===== config.mk =====
export PLATFORM = sky130hd
export DESIGN_NAME = fu_wb_arbiter
export DESIGN_NICKNAME = d
export VERILOG_FILES = /design/src/rtl/fu_wb_pkg.sv /design/src/rtl/fu_wb_arbiter_rr.sv /design/src/rtl/fu_wb_arbiter.sv
export SDC_FILE = /design/constraint.sdc
export NUM_CORES = 1
export LEC_CHECK = 0
export CORE_MARGIN = 1
export CORE_UTILIZATION = 40
export DETAILED_ROUTE_END_ITERATION = 10
export PLACE_DENSITY = 0.71
export SYNTH_ARGS = -nofsm -noshare
export SYNTH_HDL_FRONTEND = slang
export SYNTH_HIERARCHICAL = 1
export SYNTH_SLANG_ARGS = --single-unit

===== constraint.sdc =====
create_clock -name clk -period 9.6 [get_ports clk]
set_clock_uncertainty 0.15 [all_clocks]
set_input_delay 1.92 -clock clk [delete_from_list [all_inputs] [get_ports clk]]
set_output_delay 1.92 -clock clk [all_outputs]
set_load 0.05 [all_outputs]

===== src/rtl/fu_wb_pkg.sv =====
// Shared write-back parameters and FU index constants.
// Used by issue logic, scoreboard and the write-back arbiter.
package fu_wb_pkg;
  localparam int N_FU  = 5;
  localparam int XLEN  = 32;
  localparam int TAG_W = 5;
  localparam int IDX_W = 3;

  localparam logic [IDX_W-1:0] FU_ALU  = 3'd0;
  localparam logic [IDX_W-1:0] FU_MEM  = 3'd1;
  localparam logic [IDX_W-1:0] FU_MUL  = 3'd2;
  localparam logic [IDX_W-1:0] FU_DIV  = 3'd3;
  localparam logic [IDX_W-1:0] FU_JUMP = 3'd4;

  typedef struct packed {
    logic [TAG_W-1:0] rd;
    logic [XLEN-1:0]  res;
  } wb_slot_t;
endpackage


===== src/rtl/fu_wb_arbiter_rr.sv =====
// Round-robin arbiter: first request at or after the pointer wins.
// The pointer moves past the winner only when advance is asserted.
module rr_arbiter #(
  parameter int N  = 5,
  parameter int IW = 3
) (
  input  logic          clk,
  input  logic          rst,
  input  logic [N-1:0]  req,
  input  logic          advance,
  output logic [N-1:0]  gnt,
  output logic [IW-1:0] idx
);
  logic [IW-1:0] ptr_q, ptr_d;
  logic          found;
  int            j;

  always_comb begin
    gnt   = '0;
    idx   = '0;
    found = 1'b0;
    j     = 0;
    for (int k = 0; k < N; k++) begin
      j = (int'(ptr_q) + k) % N;
      if (!found && req[j]) begin
        found  = 1'b1;
        gnt[j] = 1'b1;
        idx    = IW'(j);
      end
    end
  end

  always_comb begin
    ptr_d = ptr_q;
    if (advance)
      ptr_d = (idx == IW'(N-1)) ? '0 : idx + 1'b1;
  end

  always_ff @(posedge clk or posedge rst) begin
    if (rst) ptr_q <= '0;
    else     ptr_q <= ptr_d;
  end
endmodule


===== src/rtl/fu_wb_arbiter.sv =====
// Write-back stage: one result slot per FU, round-robin onto a
// single valid/ready write-back bus with a grant lock under stall.
module fu_wb_arbiter
  import fu_wb_pkg::*;
(
  input  logic                  clk,
  input  logic                  rst,
  input  logic [N_FU-1:0]       fu_finish,
  input  logic [N_FU*XLEN-1:0]  fu_res,
  input  logic [N_FU*TAG_W-1:0] fu_rd,
  output logic [N_FU-1:0]       slot_full,
  output logic                  wb_valid,
  output logic [IDX_W-1:0]      wb_fu,
  output logic [TAG_W-1:0]      wb_rd,
  output logic [XLEN-1:0]       wb_data,
  input  logic                  wb_ready,
  output logic                  overflow
);
  logic [N_FU-1:0]  full_q, full_d;
  wb_slot_t         slot_q [N_FU];
  wb_slot_t         slot_d [N_FU];
  logic             lock_q, lock_d;
  logic [IDX_W-1:0] lk_q, lk_d;
  logic             ovf_q, ovf_d;

  logic [N_FU-1:0]  req, gnt, retire;
  logic [IDX_W-1:0] g_idx;
  logic             hs;
  wb_slot_t         sel;

  // A stalled grant is pinned by presenting only that slot
  assign req = lock_q ? (N_FU'(1) << lk_q) : full_q;

  rr_arbiter #(.N(N_FU), .IW(IDX_W)) u_rr (
    .clk     (clk),
    .rst     (rst),
    .req     (req),
    .advance (hs),
    .gnt     (gnt),
    .idx     (g_idx)
  );

  assign wb_valid  = |full_q;
  assign hs        = wb_valid & wb_ready;
  assign retire    = hs ? gnt : '0;
  assign slot_full = full_q;
  assign overflow  = ovf_q;

  always_comb begin
    sel = '0;
    for (int i = 0; i < N_FU; i++)
      if (gnt[i]) sel = slot_q[i];
  end

  assign wb_fu   = g_idx;
  assign wb_rd   = sel.rd;
  assign wb_data = sel.res;

  always_comb begin
    full_d = full_q;
    slot_d = slot_q;
    ovf_d  = ovf_q;
    for (int i = 0; i < N_FU; i++) begin
      if (retire[i]) full_d[i] = 1'b0;
      if (fu_finish[i]) begin
        if (!full_q[i] || retire[i]) begin
          full_d[i]     = 1'b1;
          slot_d[i].rd  = fu_rd[i*TAG_W +: TAG_W];
          slot_d[i].res = fu_res[i*XLEN +: XLEN];
        end else begin
          ovf_d = 1'b1;
        end
      end
    end
    lock_d = wb_valid & ~wb_ready;
    lk_d   = lock_d ? g_idx : lk_q;
  end

  always_ff @(posedge clk or posedge rst) begin
    if (rst) begin
      full_q <= '0;
      lock_q <= 1'b0;
      lk_q   <= '0;
      ovf_q  <= 1'b0;
      for (int i = 0; i < N_FU; i++)
        slot_q[i] <= '0;
    end else begin
      full_q <= full_d;
      lock_q <= lock_d;
      lk_q   <= lk_d;
      ovf_q  <= ovf_d;
      for (int i = 0; i < N_FU; i++)
        slot_q[i] <= slot_d[i];
    end
  end
endmodule


# Yosys cells after proc, flatten, opt, wreduce, memory -nomap -nowiden
# Index checks and enable logic that the tools add are counted.
[op_classes] addsub=5 div_mod_pow=5 magnitude_cmp=10 n_eq_ne=1 shift=1 n_mux=72 n_bitwise=7 n_reduce_logical=29
[ops] op="$mux W37" count=5
[ops] op="$ge A32 B1 Y1 const B" count=5
[ops] op="$lt A32 B5 Y1 const B" count=5
[ops] op="$mod A32 B4 Y32 const B" count=4
[ops] op="$mux W1" count=44
[ops] op="$mux W5" count=7
[ops] op="$mod A4 B4 Y32 const B" count=1
[ops] op="$or A5 B5 Y5" count=4
[ops] op="$mux W3" count=6
[ops] op="$bmux W1 S3" count=5
[ops] op="$demux W1 S3" count=5
[ops] op="$reduce_and A2 Y1" count=5
[ops] op="$logic_and A1 B1 Y1" count=9
[ops] op="$logic_not A1 Y1" count=9
[ops] op="$add A3 B2 Y4 const B" count=2
[ops] op="$logic_or A1 B1 Y1" count=5
[ops] op="$reduce_or A5 Y1" count=1
[ops] op="$shl A1 B3 Y5 const A" count=1
[ops] op="$add A3 B1 Y4 const B" count=1
[ops] op="$add A3 B3 Y4 const B" count=1
[ops] op="$add A3 B1 Y3 const B" count=1
[ops] op="$eq A3 B3 Y1 const B" count=1
[ops] op="$and A1 B1 Y1" count=2
[ops] op="$not A1 Y1" count=1
[word_totals] register_bits=198 input_bits=193 out_inout_bits=47 elab_cells=145

# Logic depth before layout (Yosys ltp)
# Gate-level depths: netlist of the first run.
[depth] ltp_word=30 mapped_depth=27 depth_no_buf=23

# By module
# The synthesis of the first run kept the hierarchy.
[by_module_without_submodules] module="fu_wb_arbiter" instances=1 cells_each=660 area_each_um2=8784.7 seq_area_each_um2=4879.7
[by_module_without_submodules] module="rr_arbiter" instances=1 cells_each=360 area_each_um2=2571.2 seq_area_each_um2=75.1

# Least setup slack after synthesis of the first run
# Ideal clock, no wire load.
[synth_timing] path_type="reg2out" from="register u_rr.ptr_q[0]" to="output port wb_data[10]" arrival_ps=7046 required_time_ps=7530 setup_slack_ps=484 stages_incl_launch_ff=28 n_path_buf=5 cell_sequence="dfrtp_1 -> clkbuf_8 -> inv_1 -> clkbuf_1 -> ha_1 -> inv_1 -> ha_1 -> clkbuf_1 -> inv_1 -> ha_1 -> nor3_1 -> nor2_1 -> xnor2_1 -> ha_1 -> nand3b_1 -> nor2_1 -> o31ai_1 -> a21oi_1 -> or2_2 -> o211ai_4 -> a21oi_1 -> and4_1 -> a211o_1 -> clkbuf_2 -> nor2_1 -> clkbuf_1 -> o21ai_0 -> o21ai_0"
[synth_via] word_cells_on_any_way=75 classes_between="add/sub: 4; div: 5; order compare: 10; mux: 39; bitwise: 4; reduce/logical: 13"
[synth_lines] item="start: declaration" line="fu_wb_arbiter_rr.sv:14" source="logic [IW-1:0] ptr_q, ptr_d;"
[synth_lines] item="start signal: assignment" line="fu_wb_arbiter_rr.sv:41" source="else ptr_q <= ptr_d;"
[synth_lines] item="parallel branches: the longest is 16 deep, another holds $mod A32 B4 Y32"
[synth_lines] item="$mux W5 (*)" line="fu_wb_arbiter_rr.sv:25" source="if (!found && req[j]) begin"
[synth_lines] item="net gnt[3]" line="fu_wb_arbiter.sv:26" source="logic [N_FU-1:0] req, gnt, retire;"
[synth_lines] item="$mux W37 (*) (2 in series)" line="fu_wb_arbiter.sv:52" source="if (gnt[i]) sel = slot_q[i];"
[synth_lines] item="end: declaration" line="fu_wb_arbiter.sv:15" source="output logic [XLEN-1:0] wb_data,"
# Mark *: on every way through the listed nets, which the timed path passes. The select of a mux whose other input is x is not followed.

# Worst setup path after layout of the first run
[layout_timing] from="register u_rr.ptr_q[1]" to="output port wb_data[26]"
[layout_via] elab_chain_cells=22 word_cells_on_any_way=75 classes_between="add/sub: 4; div: 5; order compare: 10; mux: 39; bitwise: 4; reduce/logical: 13"
[layout_rtl] item="parallel branches: the longest is 16 deep, another holds $mod A32 B4 Y32"
[layout_rtl] item="$mux W5 (*)" line="fu_wb_arbiter_rr.sv:25"
[layout_rtl] item="net gnt[0]" line="fu_wb_arbiter.sv:26"
[layout_rtl] item="$mux W37 (*) (5 in series)" line="fu_wb_arbiter.sv:52"
# Marked as above.

==> reports/qor.txt, run 1 <==
fillers: 2,460
residual DRC count: 0
share of cells above drive strength 1: 26.6%
Core Area: 27,900 um^2
worst-path fanout max: 31
fmax: 0.109 GHz
drt via density: 5.72
Detailed Route WL: 35,600 um
Async SR Flop Fraction: 100%
Max-cap violations: 0
RSZ-0062 raised after global routing: no
Root Buffer: clkbuf_16
WP data required: 7.53 ns
critical path data arrival time: 7.08 ns
critical path startpoint category: flop
P&R area growth vs syn: 30.3%
Post-Syn Area per Cell: 11.1 um^2
Yosys cell types: 86
GR Util All Layers: 24.7%
cell count after synthesis: 1,020
DRT iter0 DRCs: 701
vias: 9,316
endpoints failing setup: 0
ys flop type: dfrtp_1
row count: 61
commonest non-fill, non-tap cell in the layout: clkdlybuf4s50_1
routed length per instance: 21.8 um
vias in the first global route: 9,663
DR pass1 iterations: 5
slew of the pin with the lowest slew margin: 0.991 ns
# clock sinks: 198
Routed Antenna Nets: 0
Max clock buf depth: 2
Pins Over Slew Limit: 0
worst-case headroom to the max-slew limit: 33.9%
final worst slack: 0.453 ns
initial core utilization: 40.8%
min Tclk post-route: 9.15 ns
Buffers on Ports: 239
design area: 14,800 um^2
Seq/Total Area, Yosys: 43.6%
# nets final: 1,462
Final GP Congestion: 0.987
width of the die: 170 um
critical path endpoint category: output port
largest net degree at the start of global routing: 120
Die H: 170 um
worst slack, placed: 0.832 ns
clk slew on worst S/H paths: 0.08 ns
HP Class: flop to flop
YS warnings: 6
CTS H-tree depth: 4
EDFF count, synth: 0
initial antenna violation count: 2
Syn Nets: 1,245
Synth Cell Area: 11,400 um^2
total CTS buffers: 17
# hold bufs at CTS: 0
first-pass GRT wire length: 54,400 um
period utilization: 95.3%
clock tree from TritonCTS: built
Worst-Skew Late Latency: 0.44 ns
Yosys reg bits: 198
placed inst area: 14,200 um^2
most frequent cells in the layout: 202 x clkdlybuf4s50_1, 197 x dfrtp_1, 190 x mux2_2
Crit Path Class: flop to output port
outcome: completed
Final Hold Viols: 0
Total Die Area: 29,100 um^2
gr ovfl total: 0
Setup Total Neg Slack: 0 ns
I/O pin cnt: 240
Post-DP HPWL: 25,100 um
[final timing paths]
path / startpoint / to / slack [ns] / cells after the start
min: overflow / overflow / 0.33 / 2
max in group asynchronous: rst / slot_q[4] / 5.79 / 3
max reg2reg: u_rr/ptr_q[1] / slot_q[146] / 1.97 / 21
min reg2reg: overflow / overflow / 0.33 / 2
max: u_rr/ptr_q[1] / wb_data[26] / 0.45 / 21
min in group asynchronous: rst / u_rr/ptr_q[0] / 1.68 / 2
[layout make-up]
class | count | area (um^2) | area share, %
Multi-Input combinational cell | 723 | 5850 | 39.5
Sequential cell | 198 | 4960 | 33.5
Timing Repair Buffer | 264 | 2790 | 18.8
Tap cell | 378 | 473 | 3.20
Clock buffer | 20 | 467 | 3.15
Clock inverter | 12 | 134 | 0.905
Inverter | 33 | 131 | 0.888
Antenna cell | 2 | 5.00 | 0.0338
[per-layer routing]
layer	part of all wire, %	vias to the layer above	track usage (%)
met5	0	-	0
met4	2.8	0	8.30
met3	7.8	72	6.66
met2	49	376	41.9
met1	41	4630	30.3
li1	-	4238	-
[worst max-delay path, stage by stage (launching register included)]
cell and delay (ns):
dfrtp_1 0.57, inv_1 0.31, ha_1 0.48, nor3_1 0.42, nor2_1 0.10, xnor2_1 0.21, ha_1 0.22, fa_1 0.34
or3b_2 0.47, a21oi_1 0.18, or2_2 0.17, a2bb2oi_1 0.25, o21ai_0 0.18, or4b_4 0.55, a21o_4 0.23, nor4_4 0.36
a221o_2 0.27, nor2b_4 0.32, buf_12 0.26, a221oi_1 0.12, o21ai_0 0.43, buf_12 0.20
[timing repair]
action / 4_1_cts / 5_1_grt
resized for setup: 0 / 2
hold endpoints to repair: 0 / 0
setup buffers: 0 / 2
endpoints found under the setup margin: 0 / 24
[state kept, by name, summed over array words and instances (netlist names)]
signal / count
lk_q: 3
lock_q: 1
overflow: 1
slot_full: 5
slot_q: 185
u_rr/ptr_q: 3
[metrics by stage]
| stage | hold WS, ns | cells | utilization (%) |
|---|---|---|---|
| after detailed placement | 0.321 | 1593 | 50.9 |
| after floorplan | 0.321 | 1020 | - |
| after global placement | 0.321 | 1593 | 50.9 |
| final | 0.334 | 1630 | 53.1 |
| after CTS | 0.338 | 1625 | 53.0 |
| after global routing | 0.363 | 1630 | 53.1 |
[synthesized netlist by cell type, types with 12 or more instances]
| cell | count | area [um^2] |
|---|---|---|
| mux2_2 | 190 | 2140 |
| o21ai_0 | 91 | 455 |
| and3b_1 | 35 | 307 |
| dfrtp_1 | 198 | 4950 |
| nor3_1 | 12 | 60.1 |
| a221oi_1 | 38 | 333 |
| ha_1 | 31 | 388 |
| nor2_1 | 43 | 161 |
| a21oi_1 | 56 | 280 |
| nand3_1 | 13 | 65.1 |
| buf_6 | 22 | 248 |
| inv_1 | 31 | 116 |
| nand2_1 | 33 | 124 |
| clkbuf_1 | 33 | 124 |
[logic make-up (layout without fill, tap and decap cells)]
logic type / count (synthesis) / in the layout / synth area share (%)
adders and majority gates: 32 / 32 / 3.59
and+or+nand+nor: 194 / 194 / 10.1
muxes: 200 / 200 / 19.9
other: 0 / 2 / 0
DFF: 198 / 198 / 43.6
AOI/OAI and AO/OA: 284 / 285 / 16.6
buffers and inverters: 100 / 329 / 5.19
xor gates and xnor gates: 12 / 12 / 0.992
Power of run 1 is not shown: default switching activity piles up to over one toggle a cycle in this logic, so the estimate is an artifact.
==> run 2: changes to the inputs <==
--- a/config.mk
+++ b/config.mk
@@ -5,10 +5,12 @@
 export SDC_FILE = /design/constraint.sdc
 export NUM_CORES = 1
 export LEC_CHECK = 0
+export CAP_MARGIN = 20
 export CORE_MARGIN = 1
 export CORE_UTILIZATION = 40
 export DETAILED_ROUTE_END_ITERATION = 10
 export PLACE_DENSITY = 0.71
+export REMOVE_ABC_BUFFERS = 1
 export SYNTH_ARGS = -nofsm -noshare
 export SYNTH_HDL_FRONTEND = slang
 export SYNTH_HIERARCHICAL = 1
==> reports/qor.txt, run 2 (synthesis gave the netlist of run 1 again) <==
initial core utilization: 40.8%
first-pass GRT wire length: 55,800 um
drt via density: 5.75
slew of the pin with the lowest slew margin: 1.01 ns
initial antenna violation count: 5
WP data required: 7.53 ns
Top reg by flops: slot_q
clock tree from TritonCTS: built
residual DRC count: 0
Final Hold Viols: 0
period utilization: 95.6%
Pins Over Slew Limit: 0
clk slew on worst S/H paths: 0.09 ns
max reg flops: 185
share of cells above drive strength 1: 27.0%
DRT iter0 DRCs: 643
Root Buffer: clkbuf_16
fmax: 0.109 GHz
Die H: 170 um
worst-case headroom to the max-slew limit: 32.6%
DR pass1 iterations: 5
# clock sinks: 198
# nets final: 1,465
Crit-path slowest cell: dfrtp_1
cells along the critical path: inv_1, ha_1, nor3_2, nor2_1, xnor2_1, ha_1, fa_1, or3b_2, a21oi_1, or2_2, a2bb2oi_1, o21ai_0, or4b_4, a21o_4, nor4_4, a221o_2, nor2b_4, buf_4, a221oi_1, o21ai_0, buf_12
critical path endpoint category: output port
critical path data arrival time: 7.10 ns
r2r setup slk: 2.01 ns
width of the die: 170 um
HP Class: flop to flop
Final GP Congestion: 0.958
Worst-Skew Late Latency: 0.44 ns
placed instance count: 1,599
I/O pin cnt: 240
CTS H-tree depth: 4
RSZ-0062 raised after global routing: no
Detailed Route WL: 36,100 um
vias in the first global route: 9,744
row count: 61
Setup Fix Bufs, Post-CTS: 0
largest net degree at the start of global routing: 126
most frequent cells in the layout: 202 x clkdlybuf4s50_1, 197 x dfrtp_1, 190 x mux2_2
P&R area growth vs syn: 32.5%
Buffers on Ports: 239
Final Non-Filler Cells: 1,632
Core Area: 27,900 um^2
max incr delay on CP: 0.58 ns
Max clock buf depth: 2
# hold bufs at CTS: 0
worst-path fanout max: 13
outcome: completed
commonest non-fill, non-tap cell in the layout: clkdlybuf4s50_1
critical path startpoint category: flop
GR Util All Layers: 25.5%
min Tclk post-route: 9.17 ns
gr ovfl total: 0
Post-DP HPWL: 25,200 um
total CTS buffers: 17
vias: 9,383
Total Die Area: 29,100 um^2
Max-cap violations: 0
endpoints failing setup: 0
routed length per instance: 22.1 um
post_cts resized: 0
Crit Path Class: flop to output port
Routed Antenna Nets: 0
## run 2: changes by cell type in the layout (fill, tap and decap cells not counted), sizes merged
cell    before  now
buf         62   66
clkbuf      20   17
inv         36   39
a311o        2    1
diode        2    1
## run 2: cell type report
| cell class | count | area, um^2 |
|---|---|---|
| Sequential cell | 198 | 4960 |
| Timing Repair Buffer | 268 | 2990 |
| Antenna cell | 1 | 2.50 |
| Multi-Input combinational cell | 722 | 5840 |
| Clock buffer | 17 | 425 |
| Clock inverter | 15 | 229 |
| Fill cell | 2433 | 12800 |
| Tap cell | 378 | 473 |
| Inverter | 33 | 131 |
## run 2: layer usage
layer  GRT usage, %  wire [um]  share of wire, %  vias to the layer above
li1               -          -                 -                     4234
met1           31.8      14900                41                     4722
met2           41.3      17000                47                      361
met3           8.72       3190               8.8                       60
met4           8.62        989               2.7                        6
met5              0         44              0.12                        -
## run 2: path summary, 6_finish.rpt
kind,start,to,depth (start not counted)
min in group asynchronous,rst,u_rr/ptr_q[2],2
max,u_rr/ptr_q[1],wb_data[24],21
min reg2reg,overflow,overflow,2
max reg2reg,u_rr/ptr_q[1],slot_q[1],21
min,overflow,overflow,2
max in group asynchronous,rst,slot_q[158],3
## run 2: critical path: cells and delay by family, from the launching register on
kind,cells,cell delay (ns)
AOI/OAI and AO/OA,7,1.68
xor gates and xnor gates,1,0.21
adders and majority gates,3,1.07
buffers and inverters,3,0.83
DFF,1,0.58
and+or+nand+nor,7,2.29
## run 2: metrics by stage
stage          utilization (%)  hold WS [ns]  instance area (um^2)  setup slack [ns]  TNS (ns)
3_3_place_gp              51.6         0.304                 14400              1.09         0
2_1_floorplan                -         0.321                 10900            -0.874    -29.31
5_1_grt                   54.0         0.369                 15100            0.0152         0
4_1_cts                   54.0         0.336                 15000             0.318         0
3_5_place_dp              51.6         0.314                 14400             0.852         0
6_report                  54.0         0.332                 15100             0.426         0
Power of run 2 is left out for the same reason.
